===== config.mk =====
export PLATFORM = sky130hd
export DESIGN_NAME = keyed_echo_gate
export DESIGN_NICKNAME = d
export VERILOG_FILES = /design/src/rtl/keyed_echo_pkg.sv /design/src/rtl/byte_fifo.sv /design/src/rtl/keyed_echo_gate.sv
export SDC_FILE = /design/constraint.sdc
export NUM_CORES = 1
export LEC_CHECK = 0
export BUFFER_PORTS_ARGS = -buffer_cell sky130_fd_sc_hd__buf_2
export CORE_ASPECT_RATIO = 1.5
export CORE_MARGIN = 4
export CORE_UTILIZATION = 40
export CTS_CLUSTER_DIAMETER = 30
export DETAILED_ROUTE_END_ITERATION = 7
export PLACE_DENSITY = 0.61
export SLEW_MARGIN = 25
export SYNTH_ARGS = -nofsm -noshare
export SYNTH_HDL_FRONTEND = slang
export SYNTH_SLANG_ARGS = --single-unit

===== constraint.sdc =====
create_clock -name clk -period 31.6 [get_ports clk]
set_clock_uncertainty 0.15 [all_clocks]
set_input_delay 3.16 -clock clk [delete_from_list [all_inputs] [get_ports clk]]
set_output_delay 3.16 -clock clk [all_outputs]
set_load 0.01 [all_outputs]

===== src/rtl/keyed_echo_pkg.sv =====
//==============================================================================
// Module   : keyed_echo_pkg
// Desc     : Shared types and elaboration-time helpers for keyed_echo_gate.
//            Holds the gate state encoding and the KMP failure-table builder.
// Revision : 1.0 - initial release
//==============================================================================
`default_nettype none

package keyed_echo_pkg;

    // Largest key the failure-table builder can handle.
    localparam int c_MAX_KEY_LEN = 64;

    typedef enum logic [1:0] {
        ST_ECHO   = 2'd0,
        ST_LOCKED = 2'd1,
        ST_DRAIN  = 2'd2,
        ST_SEND   = 2'd3
    } gate_state_t;

    // Entry i is the length of the longest proper prefix of key[0..i]
    // that is also a suffix of it.
    typedef logic [c_MAX_KEY_LEN-1:0][7:0] fail_tab_t;

    function automatic fail_tab_t kmp_fail(
        input logic [8*c_MAX_KEY_LEN-1:0] key,
        input int                         key_len
    );
        fail_tab_t tab;
        int        k;
        tab = '0;
        k   = 0;
        for (int i = 1; i < c_MAX_KEY_LEN; i++) begin
            if (i < key_len) begin
                while ((k > 0) && (key[8*i +: 8] != key[8*k +: 8])) begin
                    k = int'(tab[k-1]);
                end
                if (key[8*i +: 8] == key[8*k +: 8]) begin
                    k = k + 1;
                end
                tab[i] = 8'(k);
            end
        end
        return tab;
    endfunction

endpackage

`default_nettype wire


===== src/rtl/byte_fifo.sv =====
//==============================================================================
// Module   : byte_fifo
// Desc     : Small registered byte FIFO without bypass. A push into a full
//            FIFO is accepted only when a pop happens in the same cycle.
// Revision : 1.0 - initial release
//==============================================================================
`default_nettype none

module byte_fifo #(
    parameter int DEPTH = 2
) (
    input  logic       clk,
    input  logic       rst,
    input  logic       push,
    input  logic       pop,
    input  logic [7:0] din,
    output logic       full,
    output logic       empty,
    output logic [7:0] head
);

    localparam int c_PW = (DEPTH > 1) ? $clog2(DEPTH) : 1;
    localparam int c_CW = $clog2(DEPTH + 1);

    logic [7:0]      r_mem [DEPTH];
    logic [c_PW-1:0] r_rd;
    logic [c_PW-1:0] r_wr;
    logic [c_CW-1:0] r_cnt;
    logic            w_do_push;
    logic            w_do_pop;

    assign empty     = (r_cnt == '0);
    assign full      = (int'(r_cnt) == DEPTH);
    assign head      = r_mem[r_rd];
    assign w_do_pop  = pop && !empty;
    assign w_do_push = push && (!full || w_do_pop);

    // Data storage; contents are only meaningful under the count.
    always_ff @(posedge clk) begin
        if (w_do_push) begin
            r_mem[r_wr] <= din;
        end
    end

    // Pointer and occupancy bookkeeping.
    always_ff @(posedge clk) begin
        if (rst) begin
            r_rd  <= '0;
            r_wr  <= '0;
            r_cnt <= '0;
        end else begin
            if (w_do_push) begin
                r_wr <= (int'(r_wr) == DEPTH - 1) ? '0 : r_wr + 1'b1;
            end
            if (w_do_pop) begin
                r_rd <= (int'(r_rd) == DEPTH - 1) ? '0 : r_rd + 1'b1;
            end
            case ({w_do_push, w_do_pop})
                2'b10:   r_cnt <= r_cnt + 1'b1;
                2'b01:   r_cnt <= r_cnt - 1'b1;
                default: r_cnt <= r_cnt;
            endcase
        end
    end

endmodule

`default_nettype wire


===== src/rtl/keyed_echo_gate.sv =====
//==============================================================================
// Module   : keyed_echo_gate
// Desc     : Byte echo gate with a KMP key matcher. Echoes input through a
//            2-entry FIFO; on key match drains and sends a fixed message.
//            Repeated failed attempts trigger a timed lockout.
//            KEY_LEN is limited to keyed_echo_pkg::c_MAX_KEY_LEN.
// Revision : 1.0 - initial release
//==============================================================================
`default_nettype none

module keyed_echo_gate
    import keyed_echo_pkg::*;
#(
    parameter int                   KEY_LEN        = 20,
    parameter logic [8*KEY_LEN-1:0] KEY            = '0,
    parameter int                   MSG_LEN        = 40,
    parameter logic [8*MSG_LEN-1:0] MSG            = '0,
    parameter int                   MAX_FAILS      = 0,
    parameter int                   LOCKOUT_CYCLES = 1024
) (
    input  logic       clk,
    input  logic       rst,
    input  logic       in_valid,
    input  logic [7:0] in_byte,
    output logic       out_valid,
    input  logic       out_ready,
    output logic [7:0] out_byte,
    output logic       unlocked,
    output logic       locked,
    output logic       overflow
);

    localparam int c_MW = $clog2(KEY_LEN + 1);
    localparam int c_FW = (MAX_FAILS > 0) ? $clog2(MAX_FAILS + 1) : 1;
    localparam int c_TW = $clog2(LOCKOUT_CYCLES + 1);
    localparam int c_IW = (MSG_LEN > 1) ? $clog2(MSG_LEN) : 1;

    localparam logic [8*c_MAX_KEY_LEN-1:0] c_KEY_PAD = (8*c_MAX_KEY_LEN)'(KEY);
    localparam fail_tab_t                  c_FAIL    = kmp_fail(c_KEY_PAD, KEY_LEN);

    gate_state_t     r_state, w_state_nxt;
    logic [c_MW-1:0] r_m, w_m_nxt;
    logic [c_FW-1:0] r_fail_cnt, w_fail_nxt;
    logic [c_TW-1:0] r_timer, w_timer_nxt;
    logic [c_IW-1:0] r_idx, w_idx_nxt;
    logic            r_overflow;

    logic            w_push, w_pop, w_full, w_empty, w_ovf_set;
    logic [7:0]      w_head;
    int              w_k;
    logic            w_complete, w_failed;

    logic [7:0]      w_key  [KEY_LEN];
    int              w_fail [KEY_LEN];
    logic [7:0]      w_msg  [MSG_LEN];

    for (genvar g = 0; g < KEY_LEN; g++) begin : g_key
        assign w_key[g]  = KEY[8*g +: 8];
        assign w_fail[g] = int'(c_FAIL[g]);
    end

    for (genvar g = 0; g < MSG_LEN; g++) begin : g_msg
        assign w_msg[g] = MSG[8*g +: 8];
    end

    byte_fifo #(
        .DEPTH (2)
    ) u_fifo (
        .clk   (clk),
        .rst   (rst),
        .push  (w_push),
        .pop   (w_pop),
        .din   (in_byte),
        .full  (w_full),
        .empty (w_empty),
        .head  (w_head)
    );

    // KMP step: follow failure links until the byte extends a prefix or m hits 0.
    always_comb begin
        int   k;
        logic done;
        k    = int'(r_m);
        done = 1'b0;
        for (int it = 0; it <= KEY_LEN; it++) begin
            if (!done) begin
                if (w_key[k] == in_byte) begin
                    k    = k + 1;
                    done = 1'b1;
                end else if (k == 0) begin
                    done = 1'b1;
                end else begin
                    k = w_fail[k-1];
                end
            end
        end
        w_k = k;
    end

    assign w_complete = (w_k == KEY_LEN);
    assign w_failed   = (r_m != '0) && (w_k <= int'(r_m));

    // Next-state, FIFO control and output selection.
    always_comb begin
        w_state_nxt = r_state;
        w_m_nxt     = r_m;
        w_fail_nxt  = r_fail_cnt;
        w_timer_nxt = r_timer;
        w_idx_nxt   = r_idx;
        w_push      = 1'b0;
        w_pop       = 1'b0;
        w_ovf_set   = 1'b0;
        out_valid   = 1'b0;
        out_byte    = 8'h00;

        if (r_state != ST_SEND) begin
            out_valid = !w_empty;
            out_byte  = w_empty ? 8'h00 : w_head;
            w_pop     = !w_empty && out_ready;
        end

        // Echo path; DRAIN and SEND discard input entirely.
        if (in_valid && ((r_state == ST_ECHO) || (r_state == ST_LOCKED))) begin
            if (!w_full || w_pop) begin
                w_push = 1'b1;
            end else begin
                w_ovf_set = 1'b1;
            end
        end

        case (r_state)
            ST_ECHO: begin
                if (in_valid) begin
                    if (w_complete) begin
                        w_state_nxt = ST_DRAIN;
                        w_m_nxt     = '0;
                        w_fail_nxt  = '0;
                    end else begin
                        w_m_nxt = c_MW'(w_k);
                        if ((MAX_FAILS > 0) && w_failed) begin
                            w_fail_nxt = r_fail_cnt + 1'b1;
                            if (int'(r_fail_cnt) + 1 >= MAX_FAILS) begin
                                w_state_nxt = ST_LOCKED;
                                w_m_nxt     = '0;
                                w_timer_nxt = '0;
                            end
                        end
                    end
                end
            end
            ST_LOCKED: begin
                if (int'(r_timer) == LOCKOUT_CYCLES - 1) begin
                    w_state_nxt = ST_ECHO;
                    w_timer_nxt = '0;
                    w_fail_nxt  = '0;
                end else begin
                    w_timer_nxt = r_timer + 1'b1;
                end
            end
            ST_DRAIN: begin
                if (w_empty) begin
                    w_state_nxt = ST_SEND;
                    w_idx_nxt   = '0;
                end
            end
            ST_SEND: begin
                out_valid = 1'b1;
                out_byte  = w_msg[r_idx];
                if (out_ready) begin
                    if (int'(r_idx) == MSG_LEN - 1) begin
                        w_state_nxt = ST_ECHO;
                        w_idx_nxt   = '0;
                    end else begin
                        w_idx_nxt = r_idx + 1'b1;
                    end
                end
            end
            default: begin
                w_state_nxt = ST_ECHO;
            end
        endcase
    end

    // State and bookkeeping registers.
    always_ff @(posedge clk) begin
        if (rst) begin
            r_state    <= ST_ECHO;
            r_m        <= '0;
            r_fail_cnt <= '0;
            r_timer    <= '0;
            r_idx      <= '0;
            r_overflow <= 1'b0;
        end else begin
            r_state    <= w_state_nxt;
            r_m        <= w_m_nxt;
            r_fail_cnt <= w_fail_nxt;
            r_timer    <= w_timer_nxt;
            r_idx      <= w_idx_nxt;
            r_overflow <= r_overflow | w_ovf_set;
        end
    end

    assign unlocked = (r_state == ST_DRAIN) || (r_state == ST_SEND);
    assign locked   = (r_state == ST_LOCKED);
    assign overflow = r_overflow;

endmodule

`default_nettype wire


---- Word-level counts from Yosys, hierarchy flattened ----
Memories as Yosys holds them, arrays and structs flattened. A register that Yosys moved wholly into a read port is not among the register bits.
Cells that the tools add are included.
storage, ports and cells
  flip-flop bits (word level) ............. 29
  bits in writable memories ............... 16
  ROM bits ................................ 27392
  output and inout bits ................... 12
  word-level logic and storage cells ...... 499
  memories ................................ 44
operators by class
  add/sub/neg operators ................... 48
  order comparisons ....................... 43
  equality and inequality tests ........... 37
  multiplexer cells ....................... 237
  bitwise operators ....................... 44
  reduce and logical (&&, ||, !) cells .... 38
memories
  name              words  bits a word  read ports  clocked after Yosys merged registers in  wr ports  RTL line               RTL
  (no name shown)   32     32           1           0                                        0         keyed_echo_gate.sv:93  k = w_fail[k-1];
  (no name shown)   32     32           1           0                                        0         keyed_echo_gate.sv:93
  (no name shown)   32     32           1           0                                        0         keyed_echo_gate.sv:93
  (no name shown)   32     32           1           0                                        0         keyed_echo_gate.sv:93
  (no name shown)   32     32           1           0                                        0         keyed_echo_gate.sv:93
  (no name shown)   32     32           1           0                                        0         keyed_echo_gate.sv:93
  38 more memories  --     --           --          --                                       --        --
operators with widths
  kind                                                  number
  two-way mux 32 bit                                    104
  >= comparator 32 x 6 -> 1 bit, second input constant  42
  inverter 32 bit                                       41
  adder 32 x 2 -> 32 bit, second input constant         20
  zero test 32 bit                                      20
  subtractor 32 x 2 -> 32 bit, second input constant    20
  two-way mux 8 bit                                     47
  equality test 8 bit                                   21
  two-way mux 1 bit                                     72
  equality test 32 x 6 -> 1 bit, second input constant  1
  inverter 5 -> 32 bit                                  1
  two-way mux 6 bit                                     3
  two-way mux 2 bit                                     6
  one-hot mux 6 bit (2 select lines)                    1
  adder 11 x 1 -> 11 bit, second input constant         1
  equality test 11 bit, second input constant           1
  two-way mux 11 bit                                    1
  != test 2 bit, second input constant                  5
  equality test 2 bit, second input constant            4
  one-hot mux 2 bit (4 select lines)                    1
  >= comparator 7 bit, second input constant            1
  inverter 6 -> 7 bit                                   1
  adder 5 x 1 -> 6 bit, second input constant           1
  adder 6 x 1 -> 6 bit, second input constant           1
  other kinds (19)                                      31

---- Logic depth before layout (Yosys ltp) ----
Gate-level depths: netlist of the first run.
  depth after elaboration ................. 171
  gate-level depth with buffers ........... 138
  depth with buffers taken out ............ 129

---- Hierarchy ----
Synthesis of the first run repeated with hierarchy kept, for this count alone.
unflattened totals
  cells, all modules ...................... 1108
  area, all modules ....................... 8219.1 um^2
modules (own cells, without submodules)
  module           times used  cells each  area an instance (um^2)  seq. area each (um^2)
  keyed_echo_gate  1           1056        7390.8                   500.5
  byte_fifo        1           52          828.3                    580.6

---- Worst setup path before layout of the first run ----
No wires, ideal clock.
  path type ............................... in2reg
  from .................................... input in_byte[5]
  to ...................................... register r_m[2]
  library setup time ...................... 0.096 ns
  arrival time ............................ 26.575 ns
  required time ........................... 31.354 ns
  slack ................................... 4.779 ns
  stages .................................. 127
  buffers on the path ..................... 7
  path through ............................ or4_1 -> nor2_1 -> buf_2 -> nor2_1 -> xnor2_1 -> ha_1 -> nor2_1 -> o311ai_1 -> mux2i_1 -> inv_1 -> ha_1 -> nand3_1 -> nor2_1 -> a21oi_4 -> nor2_2 -> a21oi_4 -> ha_1 -> nand2_1 -> [91 not listed] -> a21oi_1 -> o211ai_2 -> mux2i_1 -> a21o_1 -> inv_1 -> ha_1 -> o2111ai_1 -> nor4b_2 -> nor2_1 -> nor2_1 -> a21o_1 -> ha_1 -> nand2_1 -> or4b_1 -> xnor2_1 -> and2_1 -> and4bb_1 -> o41ai_2
on the way
  longest elaborated chain between the ends .. 164
  elaborated cells on any way between the ends .. 362
  classes of those cells .................. add/sub: 40; eq/ne: 22; mux: 200; bitwise: 40; reduce/logical: 20; memory: 40
ends and longest elaborated chain
  element                                                RTL line                RTL
  start: declaration                                     keyed_echo_gate.sv:24   input logic [7:0] in_byte,
  equality test 8 bit                                    keyed_echo_gate.sv:87   if (w_key[k] == in_byte) begin
  two-way mux 32 bit                                     keyed_echo_gate.sv:87
  subtractor 32 x 2 -> 32 bit                            keyed_echo_gate.sv:93
  inverter 32 bit (not written as such)                  keyed_echo_gate.sv:93
  memory (32 x 32 bit)                                   --
  two-way mux 32 bit (not written as such) (2 in a row)  keyed_echo_gate.sv:93
  two-way mux 32 bit                                     keyed_echo_gate.sv:90   end else if (k == 0) begin
  two-way mux 32 bit                                     keyed_echo_gate.sv:87
  [146 not listed]                                       --
  inverter 32 bit (not written as such)                  keyed_echo_gate.sv:93
  memory (32 x 32 bit)                                   --
  two-way mux 32 bit (not written as such) (2 in a row)  keyed_echo_gate.sv:93
  two-way mux 32 bit                                     keyed_echo_gate.sv:90
  two-way mux 32 bit                                     keyed_echo_gate.sv:87
  two-way mux 32 bit *                                   keyed_echo_gate.sv:86   if (!done) begin
  equality test 32 x 6 -> 1 bit                          keyed_echo_gate.sv:100  assign w_complete = (w_k == KEY_LEN);
  two-way mux 5 bit *                                    keyed_echo_gate.sv:134  if (w_complete) begin
  end signal: assignment                                 keyed_echo_gate.sv:195  r_m <= w_m_nxt;
  end: declaration                                       keyed_echo_gate.sv:42   logic [c_MW-1:0] r_m, w_m_nxt;
Every way passes the cells marked *; elsewhere a longest branch is shown, timed or not. The select of a mux whose other input is x is not followed.
A chain may end at the register's enable or synchronous reset.

---- Worst setup path in the final report of the first run ----
Ends and elaborated chain as after synthesis.

==> reports/metrics.yaml, run 1 <==
cts:
  cts_htree_levels: 2
  root_buffer: "clkbuf_16"
  cts.sink_count: 46
  hold_buffers: 0
  clk_pin_slew_worst_paths_ns: 0.06
  insertion_delay_ns: 0.28
  cts_tree: "built"
  cts_buffers: 5
  clk_path_buf_depth: 2
synthesis:
  synth_edf_count: 16
  synth-seq-cells: 46
  synth.area.top_cells: "ha_1, dfxtp_1, nor2_1"
  syn-num-nets: 1187
  yosysMostFrequentCell: "nor2_1"
  yosys_warnings: 0
  yosysTopAreaCell: "ha_1"
  seq_area_frac_synth_pct: 12.8
  synthCells: 1123
  post_synth.cell_area_avg_um2: 7.53
  ys.flop_type: "dfxtp_1"
  synthTopCellsByCount: "nor2_1, nand2_1, a21oi_1, inv_1, ha_1"
  syn-cell-area_um2: 8450
  synth_top_area_share_pct: 7.70
  synth_cell_type_count: 132
  synthArstFlopShare_pct: 0
floorplanning:
  die_y_um: 186
  rows: 64
  dieArea_um2: 23600
  initial_core_util_pct: 41.1
  fp.coreArea_um2: 20600
  ios: 24
  die_w_um: 127
drt:
  detail_route.iter0.violations: 604
  first_pass_iters: 5
  vias_per_cell: 6.31
  via_count: 8720
  drc_errors: 0
  wl_mm: 24.3
  drtAntennaViolNets: 0
  wl_per_cell_um: 17.6
critical_path:
  worstPathMaxFanout: 17
  worstReg2RegStart: "r_m[0]"
  startpoint: "in_byte[5]"
  cp_common_cell: "ha_1"
  cpPeakStageDelay_ns: 0.55
  startpoint_type: "input pin"
  endpoint: "r_m[2]"
  rrSetupSlack_ns: 4.20
  rr_worst_depth: 123
  worstSetupEndpointType: "flip-flop"
  critPathRequiredTime_ns: 31.64
  timing.rr.end: "r_m[2]"
  crit_slowest_cell: "or4b_1"
  worstPathArrival_ns: 29.41
  crit_type: "input pin to flip-flop"
timing:
  slew_viol_final: 0
  fmax_mhz: 34.0
  worstMarginPinSlew_ns: 0.813
  fin_setup_tns_ns: 0
  rsz0062_at_grt: "no"
  hold_violations: 0
  relSlewSlack_pct: 45.5
  setup-violations-final: 0
  post-route-period-util_pct: 92.9
  fin_crit_ns: 29.37
grt:
  antenna_found_initial: 0
  grt_max_degree: 35
  grt_pass1_wl_mm: 40.5
  grt_pass1_vias: 8511
  track_usage_pct: 20.1
  grt-ovfl-total: 0
finish:
  nets: 1182
  area_growth_pct: 6.11
  fillers: 2110
  fin_cells: 1383
  num_antenna_cells: 0
  drive_above_1_share_pct: 13.9
job:
  cap_viol_max_count: 0
status:
  status: "finished clean"
placed_design:
  io_buffers: 23
  dp_hpwl_mm: 18.7
  finalWeightedCongestion: 0.907
  dp_cells: 1375
hold_path:
  hp-class: "flip-flop to flip-flop"
-- stage by stage --
stage	hold slack, ns	worst slack, ns	area [um2]	util [%]
6_report	0.296	2.23	8970	43.6
5_1_grt	0.315	0.0614	8970	43.6
4_1_cts	0.297	1.38	8920	43.3
3_5_place_dp	0.285	1.29	8780	42.6
3_3_place_gp	0.275	1.45	8780	42.6
2_1_floorplan	0.265	4.78	8450	-
-- metal layers --
metal	GRT usage [%]	share of wire, %	wire [um]
met1	21.8	40	9670
met2	39.0	53	12800
met3	1.35	3.4	838
met4	10.0	4.1	1010
met5	0	0	0
-- cells by family after synthesis --
| group | share of synthesized area (%) |
|---|---|
| simple gates | 29.4 |
| mux | 4.19 |
| compound gates | 36.5 |
| buf+inv | 5.24 |
| fa+ha+maj | 7.70 |
| flops | 12.8 |
| xor+xnor | 4.16 |
-- what timing repair did --
action                                 4_1_cts  5_1_grt
endpoints found under the hold margin        0        0
setup endpoints to repair                    0        6
gates resized for setup                      0        9
buffers inserted                             0        0
-- cells in the final DEF, fill, tap and decap left out, types with 7 or more instances in the layout --
cell type    n
a21o_1      11
o31ai_1      7
mux2i_1     23
a211o_1     13
o21a_1      17
inv_1       54
o211a_1      9
or3_1       12
a211oi_1    19
xnor2_1     28
nand2b_1    10
a21oi_1     54
edfxtp_1    16
and2_1      25
nand4_1     12
and3_1      15
nor4_1       9
or2_1        9
or4_1        8
buf_2       23
nand3_1     43
nor2_1     129
buf_4       12
o31a_1      11
o21ai_0     44
nor3_1      29
ha_1        52
o211ai_1    17
a31oi_1     17
o21ai_1     13
dfxtp_1     30
mux2_2      11
nand2_1     95
o2111ai_1    7
xor2_1       9
-- worst min path at each step --
stage,end,depth (start not counted),from
after global routing,r_timer[10],2,r_timer[10]
after global placement,r_timer[10],2,r_timer[10]
final,r_timer[10],2,r_timer[10]
after CTS,r_timer[10],2,r_timer[10]
after detailed placement,r_timer[10],2,r_timer[10]
after floorplan,r_timer[10],2,r_timer[10]
-- worst max-delay path, delay by kind of cell --
family | cells | cell delay, ns
AO/OA/AOI/OAI | 39 | 9.56
AND/OR/NAND/NOR | 43 | 8.41
adder cells (fa/ha/maj) | 19 | 4.15
buffers and inverters | 13 | 1.75
XOR/XNOR | 6 | 1.62
multiplexers | 3 | 0.70
-- flip-flops by register name (all words and copies together) (netlist names), named ones only --
signal	flops
overflow	1
r_idx	6
r_m	5
r_state	2
r_timer	11
u_fifo.r_cnt	2
u_fifo.r_mem	16
u_fifo.r_rd	1
u_fifo.r_wr	1
-- area by class of cell --
type	count	area, um2	share of cell area [%]
multi-input combinational	970	6980	77.9
sequential	46	1080	12.1
tap	264	330	3.68
inverter	60	225	2.51
timing repair buffer	35	205	2.29
clock buffer	6	129	1.44
clock inverter	2	13.8	0.153
Power of run 1 is not shown: default switching activity piles up to over one toggle a cycle in this logic, so the estimate is an artifact.
==> run 2: changes to the inputs <==
--- a/config.mk
+++ b/config.mk
@@ -8,10 +8,10 @@
 export BUFFER_PORTS_ARGS = -buffer_cell sky130_fd_sc_hd__buf_2
 export CORE_ASPECT_RATIO = 1.5
 export CORE_MARGIN = 4
-export CORE_UTILIZATION = 40
+export CORE_UTILIZATION = 35
 export CTS_CLUSTER_DIAMETER = 30
 export DETAILED_ROUTE_END_ITERATION = 7
-export PLACE_DENSITY = 0.61
+export PLACE_DENSITY = 0.56
 export SLEW_MARGIN = 25
 export SYNTH_ARGS = -nofsm -noshare
 export SYNTH_HDL_FRONTEND = slang
==> reports/metrics.yaml, run 2 (synthesized netlist as in run 1, its figures left out) <==
finish:
  num_antenna_cells: 0  # unchanged
  final_cell_mix: "nor2_1, nand2_1, inv_1"
  largest_reg_flops: 16  # unchanged
  area_growth_pct: 7.09
  drive_above_1_share_pct: 14.0  # +0.18 points
  reg_top3: "u_fifo.r_mem (16), r_timer (11), r_idx (6)"
  nets: 1182  # unchanged
  regMostFlops: "u_fifo.r_mem"
  postLayoutCellArea_um2: 9050  # +0.92%
  layout_commonest_cell: "nor2_1"
critical_path:
  crit_type: "input pin to flip-flop"
  worstSetupEndpointType: "flip-flop"
  worstPathMaxFanout: 16  # -1
  worstPathArrival_ns: 29.13  # -0.28 ns
  cp_common_cell: "ha_1"
  timing.rr.end: "r_m[2]"
  rr_worst_depth: 121  # -1.6%
  worstReg2RegStart: "r_m[0]"
  critPathRequiredTime_ns: 31.65  # about the same
  crit_buf_inv: 12  # -1
  cpPeakStageDelay_ns: 0.56  # about the same
  critical-path-top-delay-family: "compound AO/OA/AOI/OAI gates"
  crit_slowest_cell: "or4b_1"
  startpoint_type: "input pin"
  rrSetupSlack_ns: 4.29  # +0.09 ns
floorplanning:
  die_w_um: 135  # +6.5%
  ios: 24  # unchanged
  die_y_um: 198  # +6.6%
  initial_core_util_pct: 35.6  # -5.5 points
  rows: 69  # +7.8%
  dieArea_um2: 26700  # +14%
  fp.coreArea_um2: 23700  # +15%
cts:
  cts.sink_count: 46  # unchanged
  cts_buffers: 5  # unchanged
  cts_tree: "built"
  hold_buffers: 0  # unchanged
  clk_pin_slew_worst_paths_ns: 0.07  # about the same
  insertion_delay_ns: 0.30  # +0.02 ns
  clk_path_buf_depth: 2  # unchanged
  root_buffer: "clkbuf_16"
  postCtsSetupBuffers: 0  # unchanged
  cts_htree_levels: 2  # unchanged
  post_cts_resized: 0  # unchanged
hold_path:
  min_path_cells: 2  # unchanged
  hold_start: "r_timer[10]"
  hold_path_end: "r_timer[10]"
  hp-class: "flip-flop to flip-flop"
grt:
  track_usage_pct: 18.8  # -1.4 points
  grt_pass1_vias: 8435  # -0.89%
  antenna_found_initial: 0  # unchanged
  grt-ovfl-total: 0  # unchanged
  grt_max_degree: 43  # +23%
  grt_pass1_wl_mm: 42.2  # +4.3%
timing:
  hold_violations: 0  # unchanged
  worstMarginPinSlew_ns: 0.860  # +0.0475 ns
  post-route-period-util_pct: 92.0  # -0.94 points
  slew_viol_final: 0  # unchanged
  fin_crit_ns: 29.07  # -0.298 ns
  fmax_mhz: 34.4  # +1.0%
  relSlewSlack_pct: 42.6  # -2.8 points
  setup-violations-final: 0  # unchanged
drt:
  first_pass_iters: 5  # unchanged
  detail_route.iter0.violations: 558  # -7.6%
  wl_per_cell_um: 17.7  # +0.81%
  wl_mm: 25.5  # +4.8%
  drc_errors: 0  # unchanged
  drtAntennaViolNets: 0  # unchanged
  vias_per_cell: 6.05  # -4.0%
  via_count: 8706  # -0.16%
job:
  cap_viol_max_count: 0  # unchanged
placed_design:
  dpl_cell_area_um2: 8850  # +0.78%
  io_buffers: 23  # unchanged
  dp_hpwl_mm: 19.7  # +5.3%
  finalWeightedCongestion: 0.900  # -0.79%
status:
  status: "finished clean"
run 2: worst max-delay path by stage:
stage	start	end	slack, ns	cells after the start
4_1_cts	in_byte[1]	r_m[2]	2.09	123
3_3_place_gp	in_byte[1]	r_m[2]	2.42	121
6_report	in_byte[1]	r_m[2]	2.53	120
3_5_place_dp	in_byte[1]	r_m[2]	1.87	123
2_1_floorplan	in_byte[5]	r_m[2]	4.78	127
5_1_grt	in_byte[1]	r_m[2]	-0.07	123
run 2: metrics by stage:
step,TNS (ns),instances,util (%),setup WS (ns),hold WS [ns]
2_1_floorplan,0,1123,-,4.78,0.265
3_3_place_gp,0,1430,37.3,2.42,0.276
3_5_place_dp,0,1430,37.3,1.87,0.285
4_1_cts,0,1438,37.9,2.09,0.297
5_1_grt,-0.0709,1438,38.1,-0.0664,0.319
6_report,0,1438,38.1,2.53,0.292
run 2: routing by layer:
layer	global-route usage (%)	vias to the layer above	wire (um)
met4	8.26	0	1100
met5	0	-	0
met1	20.3	4107	9810
li1	-	4265	-
met3	1.25	87	1010
met2	36.7	247	13600
run 2: layout make-up:
cell class                 count  area [um2]
multi-input combinational    970        6980
clock buffer                   6         150
fill                        2473       14700
inverter                      60         225
sequential                    46        1080
tap                          319         399
clock inverter                 2        13.8
timing repair buffer          35         205
run 2: worst reg2reg max path: cells and delay by family (launching register included):
| kind | cells | cell delay, ns |
|---|---|---|
| AOI/OAI and AO/OA | 38 | 9.64 |
| and+or+nand+nor | 41 | 7.94 |
| adders and majority gates | 20 | 4.47 |
| buffers and inverters | 12 | 1.82 |
| xor gates and xnor gates | 7 | 1.82 |
| muxes | 3 | 0.70 |
| DFF | 1 | 0.70 |
Power of run 2 is left out for the same reason.
